--- src/rtl/fifo_burst_reader.sv ---
// ============================================================================
// fifo_burst_reader: drains burst_len words from a show-ahead FIFO onto a
// valid/ready stream through a 2-entry skid buffer. Rev 1.0
// ============================================================================
`default_nettype none

module fifo_burst_reader #(
  parameter int W  = 8,
  parameter int CW = 8
) (
  input  logic          clk,
  input  logic          reset_n,
  input  logic          start,
  input  logic [CW-1:0] burst_len,
  output logic          busy,
  output logic          done,
  output logic          fifo_rd_en,
  input  logic [W-1:0]  fifo_rd_data,
  input  logic          fifo_empty,
  output logic          m_valid,
  output logic [W-1:0]  m_data,
  output logic          m_last,
  input  logic          m_ready
);

  typedef enum logic [1:0] {
    ST_IDLE  = 2'd0,
    ST_RUN   = 2'd1,
    ST_FLUSH = 2'd2
  } state_t;

  state_t        state_q, state_d;
  logic [CW-1:0] rem_q, rem_d;
  logic [1:0]    occ_q, occ_d;
  logic          done_q, done_d;
  logic [W-1:0]  data0_q, data0_d, data1_q, data1_d;
  logic          last0_q, last0_d, last1_q, last1_d;

  logic          w_pop;
  logic          w_hs;
  logic          w_pop_last;

  // Pop decision uses only registered state, so m_ready never reaches fifo_rd_en.
  assign w_pop      = (state_q == ST_RUN) && (rem_q != '0) && !fifo_empty && (occ_q != 2'd2);
  assign w_hs       = (occ_q != 2'd0) && m_ready;
  assign w_pop_last = (rem_q == CW'(1));

  always_comb begin
    state_d = state_q;
    rem_d   = rem_q;
    occ_d   = occ_q;
    done_d  = 1'b0;
    data0_d = data0_q;
    data1_d = data1_q;
    last0_d = last0_q;
    last1_d = last1_q;

    case ({w_pop, w_hs})
      2'b10: begin
        occ_d = occ_q + 2'd1;
        if (occ_q == 2'd0) begin
          data0_d = fifo_rd_data;
          last0_d = w_pop_last;
        end else begin
          data1_d = fifo_rd_data;
          last1_d = w_pop_last;
        end
      end
      2'b01: begin
        occ_d   = occ_q - 2'd1;
        data0_d = data1_q;
        last0_d = last1_q;
      end
      2'b11: begin
        // Head leaves while a new word arrives; occupancy is unchanged.
        if (occ_q == 2'd1) begin
          data0_d = fifo_rd_data;
          last0_d = w_pop_last;
        end else begin
          data0_d = data1_q;
          last0_d = last1_q;
          data1_d = fifo_rd_data;
          last1_d = w_pop_last;
        end
      end
      default: ;
    endcase

    if (w_pop) begin
      rem_d = rem_q - CW'(1);
    end

    case (state_q)
      ST_IDLE: begin
        if (start) begin
          rem_d = burst_len;
          if (burst_len != '0) begin
            state_d = ST_RUN;
          end else begin
            done_d = 1'b1;
          end
        end
      end
      ST_RUN: begin
        if (w_pop && w_pop_last) begin
          state_d = ST_FLUSH;
        end
      end
      ST_FLUSH: begin
        if (occ_d == 2'd0) begin
          state_d = ST_IDLE;
          done_d  = 1'b1;
        end
      end
      default: state_d = ST_IDLE;
    endcase
  end

  always_ff @(posedge clk) begin
    if (!reset_n) begin
      state_q <= ST_IDLE;
      rem_q   <= '0;
      occ_q   <= 2'd0;
      done_q  <= 1'b0;
      last0_q <= 1'b0;
      last1_q <= 1'b0;
    end else begin
      state_q <= state_d;
      rem_q   <= rem_d;
      occ_q   <= occ_d;
      done_q  <= done_d;
      last0_q <= last0_d;
      last1_q <= last1_d;
    end
  end

  // Payload needs no reset; it is only observed behind m_valid.
  always_ff @(posedge clk) begin
    data0_q <= data0_d;
    data1_q <= data1_d;
  end

  assign busy       = (state_q != ST_IDLE);
  assign done       = done_q;
  assign fifo_rd_en = w_pop;
  assign m_valid    = (occ_q != 2'd0);
  assign m_data     = data0_q;
  assign m_last     = last0_q && (occ_q != 2'd0);

endmodule

`default_nettype wire

--- config.mk ---
export PLATFORM = sky130hd
export DESIGN_NAME = fifo_burst_reader
export DESIGN_NICKNAME = d
export VERILOG_FILES = /design/src/rtl/fifo_burst_reader.sv
export SDC_FILE = /design/constraint.sdc
export NUM_CORES = 1
export LEC_CHECK = 0
export BUFFER_PORTS_ARGS = -buffer_cell sky130_fd_sc_hd__buf_4
export CAP_MARGIN = 15
export CORE_MARGIN = 2
export CORE_UTILIZATION = 53
export CTS_CLUSTER_DIAMETER = 50
export DETAILED_ROUTE_END_ITERATION = 10
export PLACE_DENSITY = 0.76
export SLEW_MARGIN = 20
export SYNTH_ARGS = -nofsm -noshare
export SYNTH_HDL_FRONTEND = slang
export SYNTH_SLANG_ARGS = --single-unit
--- constraint.sdc ---
create_clock -name clk -period 4.09 [get_ports clk]
set_clock_uncertainty 0.05 [all_clocks]
set_input_delay 0.2045 -clock clk [delete_from_list [all_inputs] [get_ports clk]]
set_output_delay 0.2045 -clock clk [all_outputs]
set_load 0.02 [all_outputs]
; Word-level counts from Yosys, hierarchy flattened
; Cells that the tools add are included.
[op_classes]
reduce_logical = 19
eq_ne = 15
mux = 25
addsub = 3
[op_table]
columns = op, count
row1 = two-way mux 8 bit, 7
row2 = case mux 8 bit (3 select lines), 1
row3 = case mux 8 bit (2 select lines), 1
row4 = nonzero test 8 bit, 2
row5 = inequality test 2 bit (second input constant), 7
row6 = equality test 8 x 1 -> 1 bit (second input constant), 1
row7 = two-way mux 2 bit, 4
row8 = subtractor 8 x 1 -> 8 bit (second input constant), 1
row9 = two-way mux 1 bit, 7
row10 = equality test 2 x 1 -> 1 bit (second input constant), 3
row11 = equality test 2 bit (second input constant), 3
row12 = logical AND 1 bit, 6
row13 = zero test 2 bit, 3
row14 = case mux 2 bit (3 select lines), 1
row15 = nonzero test 2 bit, 3
row16 = case mux 1 bit (2 select lines), 2
row17 = case mux 2 bit (2 select lines), 1
row18 = AND reduction 4 bit, 1
row19 = case mux 1 bit (3 select lines), 1
row20 = AND reduction 3 bit, 1
row21 = nonzero test 3 bit, 1
row22 = adder 2 x 1 -> 2 bit (second input constant), 1
row23 = inequality test 2 x 1 -> 1 bit (second input constant), 1
row24 = AND reduction 2 bit, 1
row25 = 2 further kinds, 2
[totals]
reg_bits = 31
output_inout_bits = 13
inputBits = 21
elab_cells = 70

; Depth between registers and ports, before layout
; Gate-level depths: netlist (run 1).
[depth]
ltp_word = 9
depth_mapped = 11

; Worst setup path before layout (run 1)
; OpenSTA, ideal clock, no wires.
[synth_path]
kind = register to register
startpoint = register occ_q[0]
endpoint = register last1_q
required_ns = 3.922
period_less_slack_ns = 3.240
stages_incl_launch_ff = 11
setup_time_ns = 0.118
setup_slack_ns = 0.850
t_arrival_ns = 3.073
cell_sequence = dfxtp_1 inv_1 ha_1 or4b_1 buf_2 a21oi_2 ha_1 nor2_1 a211oi_1 mux2i_1 nor2_1
[synth_between]
elab_chain_len = 5
elab_cells_between_ends = 13
[synth_lines]
columns = element, line_no
row1 = "start, declared", 34  ; logic [1:0] occ_q, occ_d;
row2 = "start signal, assigned", 123  ; occ_q <= 2'd0;
row3 = "start signal, assigned", 130  ; occ_q <= occ_d;
row4 = inequality test 2 bit *, 44  ; assign w_pop = (state_q == ST_RUN) && (rem_q != '0) && !fifo_empty && (occ_q != 2'd2);
row5 = logical AND 1 bit *, 44
row6 = via fifo_rd_en, 17  ; output logic fifo_rd_en,
row7 = equality test 2 bit, 58  ; case ({w_pop, w_hs})
row8 = inequality test 2 bit (no source line) or nonzero test 2 bit (tied branches), n/a
row9 = AND reduction 3 bit (no source line), n/a
row10 = "end signal, assigned", 133  ; last1_q <= last1_d;
row11 = "end, declared", 37  ; logic last0_q, last0_d, last1_q, last1_d;
; Mark *: on every way through the listed nets, which the timed path passes. The rest lies on a longest branch.
; A chain may end at the register's enable or synchronous reset.

; Worst setup path in the final report (run 1)
[layout_path]
startpoint = register occ_q[0]
endpoint = register state_q[1]
[layout_between]
elab_chain_len = 7
elab_cells_between_ends = 14
[layout_lines]
columns = element, line_no
row1 = inequality test 2 bit or nonzero test 2 bit (tied branches), "44, 45"
row2 = "logical AND 1 bit, on equally long branches", "44, 45"
row3 = equality test 2 x 1 -> 1 bit or equality test 2 bit (tied branches), 58
row4 = case mux 2 bit (2 select lines), 58
row5 = zero test 2 bit, 110  ; if (occ_d == 2'd0) begin
row6 = inequality test 2 bit (no source line), n/a
row7 = AND reduction 4 bit (no source line) *, n/a
row8 = "end signal, assigned", 128  ; state_q <= state_d;
row9 = "end, declared", 32  ; state_t state_q, state_d;
; Mark *: on every way between the ends. The rest lies on a longest branch, timed or not.

==> results of run 1 <==
## worst register-to-register path, delay by kind of cell, from the launching register on
family,cells,cell delay [ns]
AND/OR/NAND/NOR,2,1.24
AO/OA/AOI/OAI,3,0.81
adder cells (fa/ha/maj),2,0.61
flip-flops,1,0.38
buffers and inverters,1,0.11
## layout make-up
class | instances | share of cell area, %
Clock buffer | 5 | 1.89
Clock inverter | 3 | 2.20
Inverter | 13 | 2.45
Multi-Input combinational cell | 97 | 35.4
Sequential cell | 31 | 39.3
Tap cell | 31 | 1.95
Timing Repair Buffer | 42 | 16.9
## per-stage QoR
step | total power [mW] | area (sq um) | util [%] | hold WS, ns | setup WS, ns
after floorplan | 0.498 | 1550 | - | 0.253 | 0.850
after global placement | 0.550 | 1830 | 65.7 | 0.346 | 1.01
after detailed placement | 0.557 | 1830 | 65.7 | 0.347 | 0.883
after CTS | 0.804 | 1990 | 71.5 | 0.0891 | 0.842
after global routing | 0.837 | 1990 | 71.5 | 0.0851 | 0.703
final | 0.796 | 1990 | 71.5 | 0.0995 | 0.834
## state kept, by name, summed over array words and instances (netlist names)
signal / count
m_data: 8
state_q: 2
rem_q: 8
done: 1
data1_q: 8
last1_q: 1
last0_q: 1
occ_q: 2
## metal layers
layer	vias to the layer above	global-route usage [%]	wire length, um
li1	635	-	-
met1	559	24.1	1410
met2	37	33.9	1390
met3	5	6.70	159
met4	0	6.98	40
met5	-	0	0
## cells in the final DEF (no fill, tap or decap), drive strengths merged, types with 2 or more instances in the layout
cell         count
a2111oi          3
a211oi           4
a21oi           11
a22o             9
a31oi            2
buf             34
clkbuf           5
clkinv           2
dfxtp           15
dlygate4sd3      8
edfxtp          16
ha               8
inv             13
mux2             2
mux2i            2
nand2            6
nor2             9
nor2b            2
nor3             3
nor4             3
o21ai           10
or3              3
or4b             2
xnor2            3
## timing repair
action,CTS,global route
endpoints found under the hold margin,8,0
gates resized for setup,0,0
setup endpoints to repair,0,0
hold buffers,8,0
## power by group
group	switching, mW	total, mW	internal, mW	leakage, nW
clock network	0.110	0.239	0.128	0.0452
registers	0.0160	0.375	0.359	0.270
logic	0.0995	0.182	0.0823	0.499
total	0.226	0.796	0.570	0.815
## kinds of logic (layout without fill, tap and decap cells)
logic type | count (synthesis) | in the layout | share of synthesized area, %
muxes | 4 | 4 | 2.74
adders and majority gates | 8 | 8 | 6.45
buffers and inverters | 18 | 63 | 4.43
AOI/OAI and AO/OA | 46 | 46 | 21.3
and+or+nand+nor | 36 | 36 | 13.1
DFF | 31 | 31 | 50.3
xor gates and xnor gates | 3 | 3 | 1.69
## how the worst min path moves through the flow
stage / startpoint / to / slack (ns) / depth (start not counted)
3_3_place_gp: fifo_rd_data[4] / data1_q[4]$_DFFE_PP_ / 0.35 / 1
2_1_floorplan: fifo_rd_data[0] / data1_q[0]$_DFFE_PP_ / 0.25 / 0
4_1_cts: burst_len[2] / rem_q[2]$_SDFF_PN0_ / 0.09 / 3
3_5_place_dp: fifo_rd_data[0] / data1_q[0]$_DFFE_PP_ / 0.35 / 1
5_1_grt: reset_n / rem_q[2]$_SDFF_PN0_ / 0.09 / 3
6_report: burst_len[2] / rem_q[2]$_SDFF_PN0_ / 0.1 / 3
==> flow_metrics.tcl, run 1 <==
set metrics [dict create \
    arrival_ns 3.48 \
    synth.most_common_cell "edfxtp_1" \
    cp-startpoint "occ_q[0]$_SDFF_PN0_" \
    hold_violations 0 \
    die_y_um 58.1 \
    synth_nets 175 \
    syn2layout_area_growth_pct 28.0 \
    core_sq_um 2780 \
    port_buffers 33 \
    synth_edf_count 16 \
    rrSetupSlack_ns 0.83 \
    drc 0 \
    path_delay_family "simple AND/OR/NAND/NOR gates" \
    status "complete, no violations" \
    rows 19 \
    yosys-top-cells-area "edfxtp_1, dfxtp_1, ha_1, a22o_1, a21oi_1" \
    vias 1236 \
    diodes 0 \
    rr_endpoint "state_q[1]$_SDFFE_PN0P_" \
    peakVddDrop_uv 367 \
    seq_area_sq_um 781 \
    leakage_nw 0.815 \
    finalCriticalPeriod_ns 3.26 \
    crit_type "flip-flop to flip-flop" \
    grt_pass1_vias 1172 \
    clk_path_buf_depth 2 \
    track_usage_pct 20.1 \
    grt_pass1_wl_um 5080 \
    fill_cells 216 \
    worst_slew_pin_slew_ns 0.602 \
    drt-total-wl_um 3000 \
    synth_cell_types 43 \
    finalSetupViolCount 0 \
    dp_hpwl_um 2230 \
    yosys_most_used_dff "edfxtp_1" \
    relSlewSlack_pct 59.5 \
    cts-root-buf "clkbuf_4" \
    path_common_cell "ha_1" \
    grt-ovfl-total 0 \
    path_clk_slew_ns 0.10 \
    start_util_pct 55.8 \
    finalCritPeriodShare_pct 79.6 \
    syn-instance-count 146 \
    synth_commonest_cells "edfxtp_1, dfxtp_1, inv_1" \
    nNetsFinal 219 \
    drive_above_1_share_pct 25.7 \
    cts_tree "yes" \
    antenna_found_initial 0 \
    viasPerCell 5.57 \
    first_iter_violations 29 \
    multiInputGateArea_sq_um 703 \
    insertion_delay_ns 0.34 \
    cp-end-kind "flip-flop" \
    worst-path-stages 8 \
    tns_ns 0 \
    cp_cell_sequence "inv_1 > ha_1 > or4b_1 > a21oi_2 > ha_1 > a31o_2 > or4b_2 > a21oi_1" \
    drt_first_pass_iters 4 \
    worst-path-buf-inv 1 \
    ys_seq_elements 31 \
    async_flop_share_pct 0 \
    placed_cells 206 \
    crit-reg2reg-launch "occ_q[0]$_SDFF_PN0_" \
    maxCapViolCount 0 \
    avgSynthCellArea_sq_um 10.6 \
    numCtsBuffers 5 \
    fmax_ghz 0.307 \
    endpoint "state_q[1]$_SDFFE_PN0P_" \
    place_congestion 0.771 \
    yosysTopAreaCell "edfxtp_1" \
    yosys.area.top_type_share_pct 30.9 \
    critPathRequiredTime_ns 4.32 \
    hold_class "input port to flip-flop" \
    rsz0062_at_grt "false" \
    slew_viol_final 0 \
    cts_setup_buffers 0 \
    cp_max_fo 8 \
    cts_sinks 31 \
    seq_area_frac_synth_pct 50.3 \
    yosysWarnings 0 \
    reg2reg_depth 8 \
    power.density_nw_per_um2 400 \
    syn_area_sq_um 1550 \
    die_w_um 58.1 \
    design.die.area_sq_um 3380 \
    grt_max_degree 17 \
    finalNonFillerCells 222 \
    ioPinCount 34 \
    max_stage_delay_ns 0.64 \
    critPathSlowestCell "or4b_1" \
    htree_levels 2 \
    start_kind "flip-flop" \
    post_drt_wl_per_cell_um 13.5 \
    ant_nets 0 \
]
(Power assumes the default switching activity.)
==> inputs of run 2 (changes only) <==
--- a/config.mk
+++ b/config.mk
@@ -5,13 +5,14 @@
 export SDC_FILE = /design/constraint.sdc
 export NUM_CORES = 1
 export LEC_CHECK = 0
+export ABC_AREA = 1
 export BUFFER_PORTS_ARGS = -buffer_cell sky130_fd_sc_hd__buf_4
 export CAP_MARGIN = 15
 export CORE_MARGIN = 2
-export CORE_UTILIZATION = 53
+export CORE_UTILIZATION = 49
 export CTS_CLUSTER_DIAMETER = 50
 export DETAILED_ROUTE_END_ITERATION = 10
-export PLACE_DENSITY = 0.76
+export PLACE_DENSITY = 0.73
 export SLEW_MARGIN = 20
 export SYNTH_ARGS = -nofsm -noshare
 export SYNTH_HDL_FRONTEND = slang
==> constraint.sdc (replaced) <==
create_clock -name clk -period 2.7 [get_ports clk]
set_clock_uncertainty 0.05 [all_clocks]
set_input_delay 0.135 -clock clk [delete_from_list [all_inputs] [get_ports clk]]
set_output_delay 0.135 -clock clk [all_outputs]
set_load 0.02 [all_outputs]
==> run 2 against run 1 <==
Routed wire length increased by 11%. Synthesized cell count increased by 45%. Fmax increased by 35%. Cell area increased by 8.2%. Register-to-register slack got worse by 0.55 ns. Setup slack got worse by 0.55 ns. Sequential power increased by 64%. Final cell count increased by 37%. Sequential cell count unchanged.
==> flow_metrics.tcl, run 2 <==
set metrics [dict create \
    dp_slack_ns 0.318 \
    crit_type "flip-flop to flip-flop" \
    drc 0 \
    layout_common_cells "inv_1, nand2_1, buf_4" \
    numCtsBuffers 5 \
    track_usage_pct 19.2 \
    vias 1439 \
    hold_class "input port to flip-flop" \
    power.density_nw_per_um2 668 \
    design.die.area_sq_um 3970 \
    hold-path-endpoint "last0_q$_SDFFE_PN0P_" \
    synth_nets 241 \
    worst_slew_pin_slew_ns 0.395 \
    async_flop_share_pct 0 \
    drt-total-wl_um 3320 \
    setup_ws_ns 0.282 \
    rsz0062_at_grt "false" \
    viasPerCell 4.72 \
    ant_nets 0 \
    status "complete, no violations" \
    die_w_um 63.0 \
    grt_pass1_vias 1408 \
    ys_seq_elements 31 \
    die_y_um 63.0 \
    finalCritPeriodShare_pct 89.6 \
    cp_max_fo 10 \
    cts-resized-gates 0 \
    port_buffers 33 \
    avgSynthCellArea_sq_um 8.04 \
    path_clk_slew_ns 0.09 \
    synth.most_common_cell "inv_1" \
    synth_edf_count 16 \
    crit-reg2reg-launch "occ_q[0]$_SDFF_PN0_" \
    yosys_most_used_dff "edfxtp_1" \
    ioPinCount 34 \
    seq_area_frac_synth_pct 45.8 \
    nNetsFinal 287 \
    p_total_mw 1.44 \
    holdCritStartpoint "reset_n" \
    drt_first_pass_iters 4 \
    yosys.area.top_type_share_pct 28.2 \
    finalCriticalPeriod_ns 2.42 \
    yosysWarnings 0 \
    hold_violations 0 \
    post_drt_wl_per_cell_um 10.9 \
    first_iter_violations 60 \
    drive_above_1_share_pct 24.3 \
    maxCapViolCount 0 \
    arrival_ns 2.63 \
    yosysTopAreaCell "edfxtp_1" \
    syn-instance-count 212 \
    yosys-top-cells-area "edfxtp_1, dfxtp_1, inv_1, nand2_1, nand3_1" \
    cp-startpoint "occ_q[0]$_SDFF_PN0_" \
    placed_cells 289 \
    core_sq_um 3340 \
    whs_path_depth 3 \
    rows 21 \
    grt-ovfl-total 0 \
    relSlewSlack_pct 73.6 \
    start_util_pct 51.1 \
    grt_max_degree 15 \
    fill_cells 301 \
    finalNonFillerCells 305 \
    critPathRequiredTime_ns 2.91 \
    dp_hpwl_um 2510 \
    peakVddDrop_uv 471 \
    final_common_cell "inv_1" \
    clk_path_buf_depth 2 \
    cts_tree "yes" \
    finalSetupViolCount 0 \
    syn_area_sq_um 1710 \
    place_congestion 0.819 \
    grt_pass1_wl_um 6020 \
    cts_sinks 31 \
    syn2layout_area_growth_pct 26.1 \
    rr_endpoint "last1_q$_SDFFE_PN0P_" \
    synth_commonest_cells "inv_1, nand2_1, nand3_1, nor2_1, o21ai_0" \
    start_kind "flip-flop" \
    diodes 0 \
    rrSetupSlack_ns 0.28 \
    leakage_nw 1.02 \
    reg2reg_depth 12 \
    slew_viol_final 0 \
    cts-root-buf "clkbuf_4" \
    synth_cell_types 31 \
    insertion_delay_ns 0.33 \
    cp-end-kind "flip-flop" \
    htree_levels 2 \
    antenna_found_initial 0 \
    fmax_ghz 0.414 \
    tns_ns 0 \
]
==> run 2: stage by stage <==
| step | hold WS [ns] | utilization, % | area [sq um] |
|---|---|---|---|
| after global routing | 0.0429 | 64.5 | 2150 |
| after global placement | 0.276 | 59.8 | 1990 |
| after detailed placement | 0.275 | 59.8 | 1990 |
| final | 0.0461 | 64.5 | 2150 |
| after CTS | 0.0319 | 64.5 | 2150 |
| after floorplan | 0.184 | - | 1710 |
==> run 2: final cells by class <==
cell class / instances / area, sq um / area share [%]
inverters: 44 / 168 / 7.80
well taps: 46 / 57.6 / 2.68
flip-flops and latches: 31 / 781 / 36.3
repair buffers: 41 / 328 / 15.2
clock inverters: 3 / 38.8 / 1.80
clock buffers: 5 / 37.5 / 1.75
multi-input cells: 135 / 741 / 34.4
==> run 2: power by group <==
part,total [mW],internal (mW),leakage (nW),switching [mW]
Combinational,0.476,0.182,0.712,0.295
Clock,0.346,0.190,0.0426,0.156
Sequential,0.614,0.576,0.270,0.0374
==> run 2: worst max-delay path: stages (launching register included) <==
cell	delay (ns)
dfxtp_1	0.38
inv_1	0.08
ha_1	0.20
or2_4	0.23
nor2_4	0.12
nand2_4	0.11
inv_4	0.12
ha_1	0.18
inv_1	0.07
o21ai_0	0.15
o21a_1	0.39
o21ai_0	0.13
a21oi_1	0.14
==> run 2: routing by layer <==
layer  vias up  track usage, %  share of wire, %
li1        768               -                 -
met1       632            23.7                46
met4         0            8.61               2.0
met2        32            32.2                48
met3         7            3.96               4.2
met5         -               0                 0
==> run 2: worst max-delay path by stage <==
stage / end / slack [ns] / cells after the start
after floorplan: data1_q[0]$_DFFE_PP_ / 0.48 / 10
after global placement: data1_q[2]$_DFFE_PP_ / 0.39 / 10
after detailed placement: data1_q[6]$_DFFE_PP_ / 0.32 / 10
after CTS: last1_q$_SDFFE_PN0P_ / 0.27 / 12
after global routing: last1_q$_SDFFE_PN0P_ / 0.03 / 12
final: last1_q$_SDFFE_PN0P_ / 0.28 / 12
==> run 2: what timing repair did <==
| item | CTS | global route |
|---|---|---|
| hold buffers | 8 | 0 |
| setup buffers | 0 | 0 |
| hold endpoints to repair | 8 | 0 |
==> run 2: kinds of logic after synthesis <==
family,count (synthesis),share of synthesized area [%]
XOR/XNOR,3,1.54
adder cells (fa/ha/maj),8,5.87
buffers and inverters,46,10.8
AO/OA/AOI/OAI,33,11.3
AND/OR/NAND/NOR,91,24.7
flip-flops,31,45.8
